--- config.mk ---
export PLATFORM = sky130hd
export DESIGN_NAME = mem_access_ctrl_flat
export DESIGN_NICKNAME = d
export VERILOG_FILES = /design/src/rtl/mem_access_ctrl_if.sv /design/src/rtl/mem_access_ctrl.sv /design/src/flat_wrapper.sv
export SDC_FILE = /design/constraint.sdc
export NUM_CORES = 1
export LEC_CHECK = 0
export CAP_MARGIN = 40
export CORE_MARGIN = 5
export CORE_UTILIZATION = 30
export DETAILED_ROUTE_END_ITERATION = 8
export PLACE_DENSITY = 0.59
export SLEW_MARGIN = 10
export SYNTH_ARGS = -nofsm -noshare
export SYNTH_HDL_FRONTEND = slang
export SYNTH_SLANG_ARGS = --single-unit
--- constraint.sdc ---
create_clock -name clk -period 10.7 [get_ports clk]
set_input_delay 1.605 -clock clk [delete_from_list [all_inputs] [get_ports clk]]
set_output_delay 1.605 -clock clk [all_outputs]
set_load 0.03 [all_outputs]
--- src/rtl/mem_access_ctrl_if.sv ---
// Data-bus interface between the MEM-stage access sequencer and data memory.
//   master : drives bus_req/bus_we/bus_addr/bus_be/bus_wdata, receives bus_ack/bus_rdata
//   slave  : memory side, mirror image of master
interface mem_access_ctrl_if;
  localparam int unsigned ADDR_W = 32;
  localparam int unsigned DATA_W = 32;
  localparam int unsigned BE_W   = DATA_W / 8;

  logic              bus_req;
  logic              bus_we;
  logic [ADDR_W-1:0] bus_addr;
  logic [BE_W-1:0]   bus_be;
  logic [DATA_W-1:0] bus_wdata;
  logic              bus_ack;
  logic [DATA_W-1:0] bus_rdata;

  modport master (
    output bus_req, bus_we, bus_addr, bus_be, bus_wdata,
    input  bus_ack, bus_rdata
  );

  modport slave (
    input  bus_req, bus_we, bus_addr, bus_be, bus_wdata,
    output bus_ack, bus_rdata
  );
endinterface

--- src/rtl/mem_access_ctrl.sv ---
// MEM-stage data-memory access sequencer: one load/store at a time over a
// req/ack bus, with lane steering, load extension, alignment and timeout faults.
//   clk, reset             : clock (rising edge), async active-high reset
//   mem_valid/we/funct3/addr/wdata : access from the MEM stage
//   stall (comb), done, load_data, misalign, bus_err : pipeline status/result
//   bus (master modport)   : data bus request/ack
module mem_access_ctrl #(
  parameter int unsigned TIMEOUT = 16
) (
  input  logic        clk,
  input  logic        reset,
  input  logic        mem_valid,
  input  logic        mem_we,
  input  logic [2:0]  mem_funct3,
  input  logic [31:0] mem_addr,
  input  logic [31:0] mem_wdata,
  output logic        stall,
  output logic        done,
  output logic [31:0] load_data,
  output logic        misalign,
  output logic        bus_err,
  mem_access_ctrl_if.master bus
);

  localparam int unsigned DATA_W = 32;
  localparam int unsigned BE_W   = 4;
  localparam int unsigned CNT_W  = (TIMEOUT > 2) ? $clog2(TIMEOUT) : 1;
  localparam logic [CNT_W-1:0] CNT_LAST = CNT_W'((TIMEOUT == 0) ? 0 : TIMEOUT - 1);

  typedef enum logic [1:0] {S_IDLE, S_REQ, S_DONE, S_FAULT} state_t;

  state_t            state_q, state_d;
  logic [CNT_W-1:0]  cnt_q, cnt_d;
  logic              we_q, we_d;
  logic [2:0]        funct3_q, funct3_d;
  logic [1:0]        off_q, off_d;
  logic              bus_req_q, bus_req_d;
  logic [31:0]       bus_addr_q, bus_addr_d;
  logic [BE_W-1:0]   bus_be_q, bus_be_d;
  logic [DATA_W-1:0] bus_wdata_q, bus_wdata_d;
  logic              done_q, done_d;
  logic              misalign_q, misalign_d;
  logic              bus_err_q, bus_err_d;
  logic [DATA_W-1:0] load_data_q, load_data_d;

  logic              bad_c;
  logic [BE_W-1:0]   be_c;
  logic [DATA_W-1:0] wdata_c;
  logic [DATA_W-1:0] ext_c;
  logic [7:0]        byte_c;
  logic [15:0]       half_c;

  // Decode of the incoming access: legality, alignment, lane enables and data.
  always_comb begin
    bad_c = (mem_funct3[1:0] == 2'b11) || (mem_funct3 == 3'b110) ||
            (mem_we && mem_funct3[2]) ||
            ((mem_funct3[1:0] == 2'b01) && mem_addr[0]) ||
            ((mem_funct3[1:0] == 2'b10) && (mem_addr[1:0] != 2'b00));
    case (mem_funct3[1:0])
      2'b00:   begin
        be_c    = BE_W'(4'b0001 << mem_addr[1:0]);
        wdata_c = {4{mem_wdata[7:0]}};
      end
      2'b01:   begin
        be_c    = mem_addr[1] ? 4'b1100 : 4'b0011;
        wdata_c = {2{mem_wdata[15:0]}};
      end
      default: begin
        be_c    = 4'b1111;
        wdata_c = mem_wdata;
      end
    endcase
  end

  // Lane select and sign/zero extension of the returned read word.
  always_comb begin
    byte_c = 8'(bus.bus_rdata >> {off_q, 3'b000});
    half_c = 16'(bus.bus_rdata >> {off_q[1], 4'b0000});
    case (funct3_q)
      3'b000:  ext_c = {{24{byte_c[7]}}, byte_c};
      3'b100:  ext_c = {24'h0, byte_c};
      3'b001:  ext_c = {{16{half_c[15]}}, half_c};
      3'b101:  ext_c = {16'h0, half_c};
      default: ext_c = bus.bus_rdata;
    endcase
  end

  // Next-state and output logic.
  always_comb begin
    state_d     = state_q;
    cnt_d       = cnt_q;
    we_d        = we_q;
    funct3_d    = funct3_q;
    off_d       = off_q;
    bus_addr_d  = bus_addr_q;
    bus_be_d    = bus_be_q;
    bus_wdata_d = bus_wdata_q;
    bus_req_d   = 1'b0;
    done_d      = 1'b0;
    misalign_d  = 1'b0;
    bus_err_d   = 1'b0;
    load_data_d = '0;
    stall       = 1'b0;

    case (state_q)
      S_IDLE: begin
        stall = mem_valid;
        if (mem_valid) begin
          if (bad_c) begin
            state_d    = S_FAULT;
            done_d     = 1'b1;
            misalign_d = 1'b1;
          end else begin
            state_d     = S_REQ;
            bus_req_d   = 1'b1;
            cnt_d       = '0;
            we_d        = mem_we;
            funct3_d    = mem_funct3;
            off_d       = mem_addr[1:0];
            bus_addr_d  = {mem_addr[31:2], 2'b00};
            bus_be_d    = be_c;
            bus_wdata_d = wdata_c;
          end
        end
      end
      S_REQ: begin
        stall = 1'b1;
        if (bus.bus_ack) begin
          state_d     = S_DONE;
          done_d      = 1'b1;
          load_data_d = we_q ? '0 : ext_c;
        end else if ((TIMEOUT != 0) && (cnt_q == CNT_LAST)) begin
          // Abort: reported as a completed-with-error access, store not performed.
          state_d   = S_DONE;
          done_d    = 1'b1;
          bus_err_d = 1'b1;
        end else begin
          bus_req_d = 1'b1;
          cnt_d     = cnt_q + CNT_W'(1);
        end
      end
      S_DONE:  state_d = S_IDLE;
      S_FAULT: state_d = S_IDLE;
      default: state_d = S_IDLE;
    endcase
  end

  // State and output registers.
  always_ff @(posedge clk or posedge reset) begin
    if (reset) begin
      state_q     <= S_IDLE;
      cnt_q       <= '0;
      we_q        <= 1'b0;
      funct3_q    <= 3'b000;
      off_q       <= 2'b00;
      bus_req_q   <= 1'b0;
      bus_addr_q  <= '0;
      bus_be_q    <= '0;
      bus_wdata_q <= '0;
      done_q      <= 1'b0;
      misalign_q  <= 1'b0;
      bus_err_q   <= 1'b0;
      load_data_q <= '0;
    end else begin
      state_q     <= state_d;
      cnt_q       <= cnt_d;
      we_q        <= we_d;
      funct3_q    <= funct3_d;
      off_q       <= off_d;
      bus_req_q   <= bus_req_d;
      bus_addr_q  <= bus_addr_d;
      bus_be_q    <= bus_be_d;
      bus_wdata_q <= bus_wdata_d;
      done_q      <= done_d;
      misalign_q  <= misalign_d;
      bus_err_q   <= bus_err_d;
      load_data_q <= load_data_d;
    end
  end

  assign done          = done_q;
  assign misalign      = misalign_q;
  assign bus_err       = bus_err_q;
  assign load_data     = load_data_q;
  assign bus.bus_req   = bus_req_q;
  assign bus.bus_we    = we_q;
  assign bus.bus_addr  = bus_addr_q;
  assign bus.bus_be    = bus_be_q;
  assign bus.bus_wdata = bus_wdata_q;

endmodule

--- src/flat_wrapper.sv ---
// flat-port wrapper written by rule: the top's interface ports become plain ports
module mem_access_ctrl_flat 
#(
  parameter int unsigned TIMEOUT = 16
)
  (clk, reset, mem_valid, mem_we, mem_funct3, mem_addr, mem_wdata, stall, done, load_data, misalign, bus_err, bus_bus_req, bus_bus_we, bus_bus_addr, bus_bus_be, bus_bus_wdata, bus_bus_ack, bus_bus_rdata);
  mem_access_ctrl_if bus_i ();
  input  logic clk;
  input  logic reset;
  input  logic mem_valid;
  input  logic mem_we;
  input  logic [2:0] mem_funct3;
  input  logic [31:0] mem_addr;
  input  logic [31:0] mem_wdata;
  output logic stall;
  output logic done;
  output logic [31:0] load_data;
  output logic misalign;
  output logic bus_err;
  output wire logic [$bits(bus_i.bus_req)-1:0] bus_bus_req;
  output wire logic [$bits(bus_i.bus_we)-1:0] bus_bus_we;
  output wire logic [$bits(bus_i.bus_addr)-1:0] bus_bus_addr;
  output wire logic [$bits(bus_i.bus_be)-1:0] bus_bus_be;
  output wire logic [$bits(bus_i.bus_wdata)-1:0] bus_bus_wdata;
  input wire logic [$bits(bus_i.bus_ack)-1:0] bus_bus_ack;
  input wire logic [$bits(bus_i.bus_rdata)-1:0] bus_bus_rdata;
  assign bus_bus_req = bus_i.bus_req;
  assign bus_bus_we = bus_i.bus_we;
  assign bus_bus_addr = bus_i.bus_addr;
  assign bus_bus_be = bus_i.bus_be;
  assign bus_bus_wdata = bus_i.bus_wdata;
  assign bus_i.bus_ack = bus_bus_ack;
  assign bus_i.bus_rdata = bus_bus_rdata;
  mem_access_ctrl #(.TIMEOUT(TIMEOUT)) u_core (.clk(clk), .reset(reset), .mem_valid(mem_valid), .mem_we(mem_we), .mem_funct3(mem_funct3), .mem_addr(mem_addr), .mem_wdata(mem_wdata), .stall(stall), .done(done), .load_data(load_data), .misalign(misalign), .bus_err(bus_err), .bus(bus_i));
endmodule
==> results of run 1 <==
[tightest hold or removal path, cell delays in order (launching register included)]
cell and delay, ns:
dfrtp_1 0.34, nand2_1 0.04, o21ai_0 0.06
[per-stage QoR]
| stage | total power [mW] | instances | instance area, um^2 | util, % | worst slack [ns] |
|---|---|---|---|---|---|
| 6_report | 2.33 | 851 | 7950 | 47.9 | 5.95 |
| 4_1_cts | 2.36 | 851 | 7950 | 47.9 | 5.98 |
| 2_1_floorplan | 1.32 | 416 | 5090 | - | 6.08 |
| 3_5_place_dp | 1.77 | 820 | 7350 | 44.3 | 5.98 |
| 3_3_place_gp | 1.74 | 818 | 7300 | 44.0 | 5.67 |
| 5_1_grt | 2.45 | 851 | 7950 | 47.9 | 5.88 |
[final timing paths]
| kind | endpoint | startpoint |
|---|---|---|
| worst max-delay path | stall | mem_valid |
| worst min-delay path | u_core.bus.bus_wdata[25]$_DFFE_PP0P_ | u_core.bus.bus_wdata[25]$_DFFE_PP0P_ |
| worst max register to register | u_core.load_data[21]$_DFF_PP0_ | u_core.off_q[1]$_DFFE_PP0P_ |
| worst min register to register | u_core.bus.bus_wdata[25]$_DFFE_PP0P_ | u_core.bus.bus_wdata[25]$_DFFE_PP0P_ |
| max in group asynchronous | u_core.load_data[8]$_DFF_PP0_ | reset |
| min in group asynchronous | u_core.bus.bus_addr[6]$_DFFE_PP0P_ | reset |
[cell families (layout without fill, tap and decap cells)]
group	after synthesis	after routing
flops	114	114
simple gates	97	97
compound gates	92	92
mux	77	77
buf+inv	33	248
fa+ha+maj	1	1
other cells	1	2
[power by group through the flow]
| stage | Combinational, mW | Sequential, mW | Clock (mW) |
|---|---|---|---|
| 6_report | 1.03 | 0.722 | 0.574 |
| 3_5_place_dp | 1.04 | 0.728 | 0 |
| 5_1_grt | 1.09 | 0.745 | 0.611 |
| 2_1_floorplan | 0.337 | 0.988 | 0 |
| 3_3_place_gp | 1.02 | 0.720 | 0 |
| 4_1_cts | 1.05 | 0.724 | 0.590 |
[area by class of cell]
cell class / count / share of cell area [%]
Tap cell: 220 / 3.46
Inverter: 5 / 0.268
Clock inverter: 10 / 1.67
Timing Repair Buffer: 212 / 26.9
Clock buffer: 21 / 5.92
Multi-Input combinational cell: 269 / 25.9
Sequential cell: 114 / 35.9
[cells in the mapped netlist, types with 5 or more instances]
library cell  count  share of area, %
dfrtp_1         114                56
nand2_1          48               3.5
mux2i_1          31               6.1
o21ai_0          30               3.0
nor2_1           24               1.8
mux2_2           22               4.9
mux2_4           21               6.2
a21o_1           16               2.4
a21oi_1          14               1.4
buf_2            10              0.98
o211a_1           8               1.6
o22ai_1           8              0.98
clkbuf_1          7              0.52
o221ai_1          7               1.2
buf_4             5              0.74
inv_1             5              0.37
nand2b_1          5              0.62
[registers in the layout, summed over array words and instances (netlist names)]
name	flops
u_core.done	1
u_core.off_q	2
u_core.bus.bus_req	1
u_core.bus.bus_we	1
u_core.misalign	1
u_core.state_q	2
u_core.bus.bus_be	4
u_core.cnt_q	4
u_core.funct3_q	3
u_core.bus.bus_wdata	32
u_core.bus.bus_addr	30
u_core.load_data	32
u_core.bus_err	1
[layer usage]
metal / share of wire (%) / GRT usage (%) / wire length [um] / vias up
met3: 7.3 / 5.42 / 1100 / 22
met4: 1.8 / 6.17 / 278 / 0
met5: 0 / 0 / 0 / -
met1: 43 / 19.4 / 6540 / 1933
li1: - / - / - / 1887
met2: 47 / 24.1 / 7150 / 141
==> impl_results.md, run 1 <==
- Die Area: 19600 um^2
- FF/Latch Area: 2850 um^2
- Distinct cells, synth: 41
- Fillcell total: 1500
- WP data arrival: 3.14 ns
- Detailed placement HPWL: 11.2 mm
- Largest net degree at the start of global routing: 68
- Commonest non-fill, non-tap cell in the layout: clkdlybuf4s50_1
- Startpoint Class: primary input
- WL final: 15.1 mm
- GRT Total Usage: 15.4%
- Total negative slack: 0 ns
- Worst-path fanout max: 3
- Cell count after synthesis: 415
- Crit. End Element: primary output
- RSZ-0062 raised after global routing: no
- Area delta synth->final: 56.4%
- IO Port Bufs: 207
- Num ports: 210
- Worst-path clk slew: 0.05 ns
- Setup bufs post-CTS: 0
- Max Fclk: 211 MHz
- Worst Hold Depth: 2
- DR vias/cell: 4.68
- Slew margin rel.: 40.6%
- Mux cell area share after synthesis: 18.5%
- Inserted Diodes: 0
- Required time of the critical path: 9.10 ns
- Pleak: 3.66 nW
- First-pass DRT Iterations: 4
- Initial antenna violation count: 0
- Routed vias: 3983
- CP max-delay cell: clkdlybuf4s50_1
- Combinational Power Share: 44.3%
- Initial core utilization: 30.6%
- Clk_lat worst skew: 0.41 ns
- R2r worst-path depth: 4
- Clock Path Buffers: 2
- Post-synthesis xor/xnor area fraction: 0%
- Tmin final: 4.75 ns
- P per Cell Area: 293 nW/um^2
- First-iteration detailed-routing DRC count: 195
- Synth async-reset ratio: 100%
- Cts hold-fix bufs: 0
- Fin Hold WS: 0.476 ns
- Pint: 1.45 mW
- First-pass GRT wire length: 23.9 mm
- H-tree levels: 4
- Post-Syn Area per Cell: 12.2 um^2
- Flops & latches, synth: 114
- Psw: 873 uW
- Die H: 140 um
- Slew @ Worst Pin: 0.888 ns
- Delay-heaviest family, CP: buffers and inverters
- Synth Area in Adders: 0.246%
- Commonest cells after routing, fill and taps aside: clkdlybuf4s50_1, dfrtp_1, nand2_1
- Combinational family with the most area after synthesis: multiplexers
- Final nets: 724
- Synthesis Warnings: 0
- Num CTS Buffers: 17
- Hold Vio Cnt, Final: 0
- Min-delay worst type: flop to flop
- Clock network fraction of design power: 24.6%
- Max-cap violations: 0
- Vias in the first global route: 4261
- Core area: 16600 um^2
- Root buffer cell: clkbuf_16
- Synth Cell Area: 5080 um^2
- Row count: 47
- Routed Antenna Nets: 0
- Sw Ratio: 37.5%
- Remaining DRCs: 0
- GP Congestion: 0.771
- Reg power frac: 31.0%
- Primary FF master, synth: dfrtp_1
- EDFF count, synth: 0
- Compound-Gate Fraction of Synth Area: 12.4%
- Worst Skew: 0.0104 ns
- Crit Path Class: primary input to primary output
- GR Overflow Total: 0
- CP Cell Sequence: clkdlybuf4s50_1 > nor2_1 > nor2_1 > clkdlybuf4s50_1
- Seq/Total Area, Yosys: 56.1%
- R2R Setup Slk: 8.25 ns
- VDD IR max: 0.147 mV
- Routed len/inst: 17.7 um
- Worst path max stage delay: 0.71 ns
- Max-slew violations: 0
- Fin crit share: 44.4%
- Footprint of the multi-input gates: 2060 um^2
- CTS tree: built
- Cts repair resizes: 0
- Die X: 140 um
- Crit path buffers/inverters: 2
- Setup violations, final: 0
- Clock sink count: 114
- Status: complete, no violations
- Layout cells sized above 1: 14.6%
- CP Depth: 4
- Simple-gate share of the synthesized area: 9.03%
Note: power is estimated with default switching activity, not from simulation.
==> run 2: changes to the inputs <==
--- a/config.mk
+++ b/config.mk
@@ -9,7 +9,7 @@
 export CORE_MARGIN = 5
 export CORE_UTILIZATION = 30
 export DETAILED_ROUTE_END_ITERATION = 8
-export PLACE_DENSITY = 0.59
+export PLACE_DENSITY = 0.61
 export SLEW_MARGIN = 10
 export SYNTH_ARGS = -nofsm -noshare
 export SYNTH_HDL_FRONTEND = slang
==> constraint.sdc (replaced) <==
create_clock -name clk -period 4.1 [get_ports clk]
set_input_delay 0.615 -clock clk [delete_from_list [all_inputs] [get_ports clk]]
set_output_delay 0.615 -clock clk [all_outputs]
set_load 0.03 [all_outputs]
==> run 2 against run 1 <==
  * Sequential power rose to 2.6 times the previous value
  * Worst hold slack better by 0.0014 ns
  * Sequential share of layout area up 0.24 points
  * Clock power up 140%
  * Setup slack worse by 4.5 ns
  * Critical endpoint unchanged
==> impl_results.md, run 2 (synthesis gave the netlist of run 1 again) <==
- WL final: 14.2 mm
- Worst-path fanout max: 3
- Total negative slack: 0 ns
- Setup bufs post-CTS: 0
- GRT Total Usage: 14.6%
- Commonest cells after routing, fill and taps aside: clkdlybuf4s50_1, dfrtp_1, nand2_1
- Num CTS Buffers: 17
- GR Overflow Total: 0
- Crit path buffers/inverters: 2
- Layout cells sized above 1: 14.4%
- Root buffer cell: clkbuf_16
- First-pass DRT Iterations: 4
- Hold Vio Cnt, Final: 0
- Fillcell total: 1489
- Cts repair resizes: 0
- Area delta synth->final: 55.4%
- Pleak: 3.65 nW
- Max Fclk: 375 MHz
- Final nets: 726
- Initial antenna violation count: 0
- Slew @ Worst Pin: 0.869 ns
- Vias in the first global route: 4123
- Core area: 16600 um^2
- Layout Cells excl Fill: 852
- Die H: 140 um
- Routed vias: 3901
- Max-slew violations: 0
- Cts hold-fix bufs: 0
- Crit Path Class: primary input to primary output
- VDD IR max: 0.392 mV
- WP data arrival: 2.05 ns
- P per Cell Area: 748 nW/um^2
- Largest net degree at the start of global routing: 62
- Clock Path Buffers: 2
- Detailed placement HPWL: 10.8 mm
- Die X: 140 um
- Setup violations, final: 0
- Min-delay worst type: flop to flop
- Routed len/inst: 16.7 um
- Delay-heaviest family, CP: buffers and inverters
- Num ports: 210
- Remaining DRCs: 0
- H-tree levels: 4
- Inserted Diodes: 0
- CP Cell Sequence: clkdlybuf4s50_1 > nor2_1 > nor2_1 > clkdlybuf4s50_1
- Worst Skew: 0.00757 ns
- Initial core utilization: 30.6%
- Routed Antenna Nets: 0
- Row count: 47
- Max-cap violations: 0
- IO Port Bufs: 207
- Tmin final: 2.67 ns
- Status: complete, no violations
- Clock sink count: 114
- GP Congestion: 0.792
- RSZ-0062 raised after global routing: no
- Commonest non-fill, non-tap cell in the layout: clkdlybuf4s50_1
- Slew margin rel.: 41.8%
- Worst-path clk slew: 0.05 ns
- Die Area: 19600 um^2
- Fin crit share: 65.0%
- Worst path max stage delay: 0.71 ns
- First-iteration detailed-routing DRC count: 172
- Clk_lat worst skew: 0.41 ns
- Required time of the critical path: 3.48 ns
- Post-placement cell count: 822
- First-pass GRT wire length: 22.6 mm
- CP max-delay cell: clkdlybuf4s50_1
- DR vias/cell: 4.58
- Crit. End Element: primary output
- Startpoint Class: primary input
- CTS tree: built
==> run 2: changes by cell type in the layout (fill, tap and decap cells not counted) <==
| cell | change |
|---|---|
| buf_12 | -1 |
| clkinvlp_4 | -3 |
| clkinv_2 | +1 |
| clkbuf_8 | +1 |
| bufinv_16 | -2 |
| clkbuf_1 | +2 |
| buf_4 | +3 |
==> run 2: tightest hold or removal path: cells and delay by family (launching register included) <==
kind	cells	cell delay, ns
and+or+nand+nor	1	0.05
AOI/OAI and AO/OA	1	0.06
DFF	1	0.34
==> run 2: layer usage <==
metal	share of wire, %	up-vias	global-route usage [%]
met2	46	148	22.3
met4	1.7	0	5.81
met3	8.5	18	5.86
li1	-	1877	-
met5	0	-	0
met1	43	1858	18.5
==> run 2: layout make-up <==
type	instances	area, um^2	area share [%]
Clock buffer	24	492	6.23
Sequential cell	114	2850	36.1
Inverter	5	21.3	0.269
Timing Repair Buffer	214	2140	27.2
Clock inverter	6	55.1	0.697
Multi-Input combinational cell	269	2060	26.0
Tap cell	220	275	3.49
==> run 2: where the power goes <==
part / switching (mW) / internal [mW] / leakage, nW / total [mW]
combinational: 1.44 / 1.23 / 1.92 / 2.67
clock: 0.472 / 0.883 / 0.275 / 1.35
sequential: 0.314 / 1.56 / 1.45 / 1.88
==> run 2: path summary, 6_finish.rpt <==
kind                       cells past startpoint                                    to                                 start  slack [ns]
setup / recovery                               4                                 stall                             mem_valid        1.43
hold / removal                                 2  u_core.bus.bus_wdata[24]$_DFFE_PP0P_  u_core.bus.bus_wdata[24]$_DFFE_PP0P_        0.48
setup reg to reg                               4        u_core.load_data[16]$_DFF_PP0_           u_core.off_q[1]$_DFFE_PP0P_        1.70
hold reg to reg                                2  u_core.bus.bus_wdata[24]$_DFFE_PP0P_  u_core.bus.bus_wdata[24]$_DFFE_PP0P_        0.48
max in group asynchronous                      4   u_core.bus.bus_addr[18]$_DFFE_PP0P_                                 reset        2.72
min in group asynchronous                      2    u_core.bus.bus_addr[5]$_DFFE_PP0P_                                 reset        0.49
==> run 2: per-stage QoR <==
step	power [mW]	instance area (um^2)	worst slack (ns)	hold WS, ns	utilization (%)
after floorplan	3.46	5090	0.469	0.444	-
after global placement	4.54	7320	1.35	0.464	44.2
after detailed placement	4.59	7350	1.29	0.473	44.3
after CTS	5.99	7900	1.44	0.476	47.6
after global routing	6.22	7900	1.39	0.491	47.6
final	5.90	7900	1.43	0.478	47.6
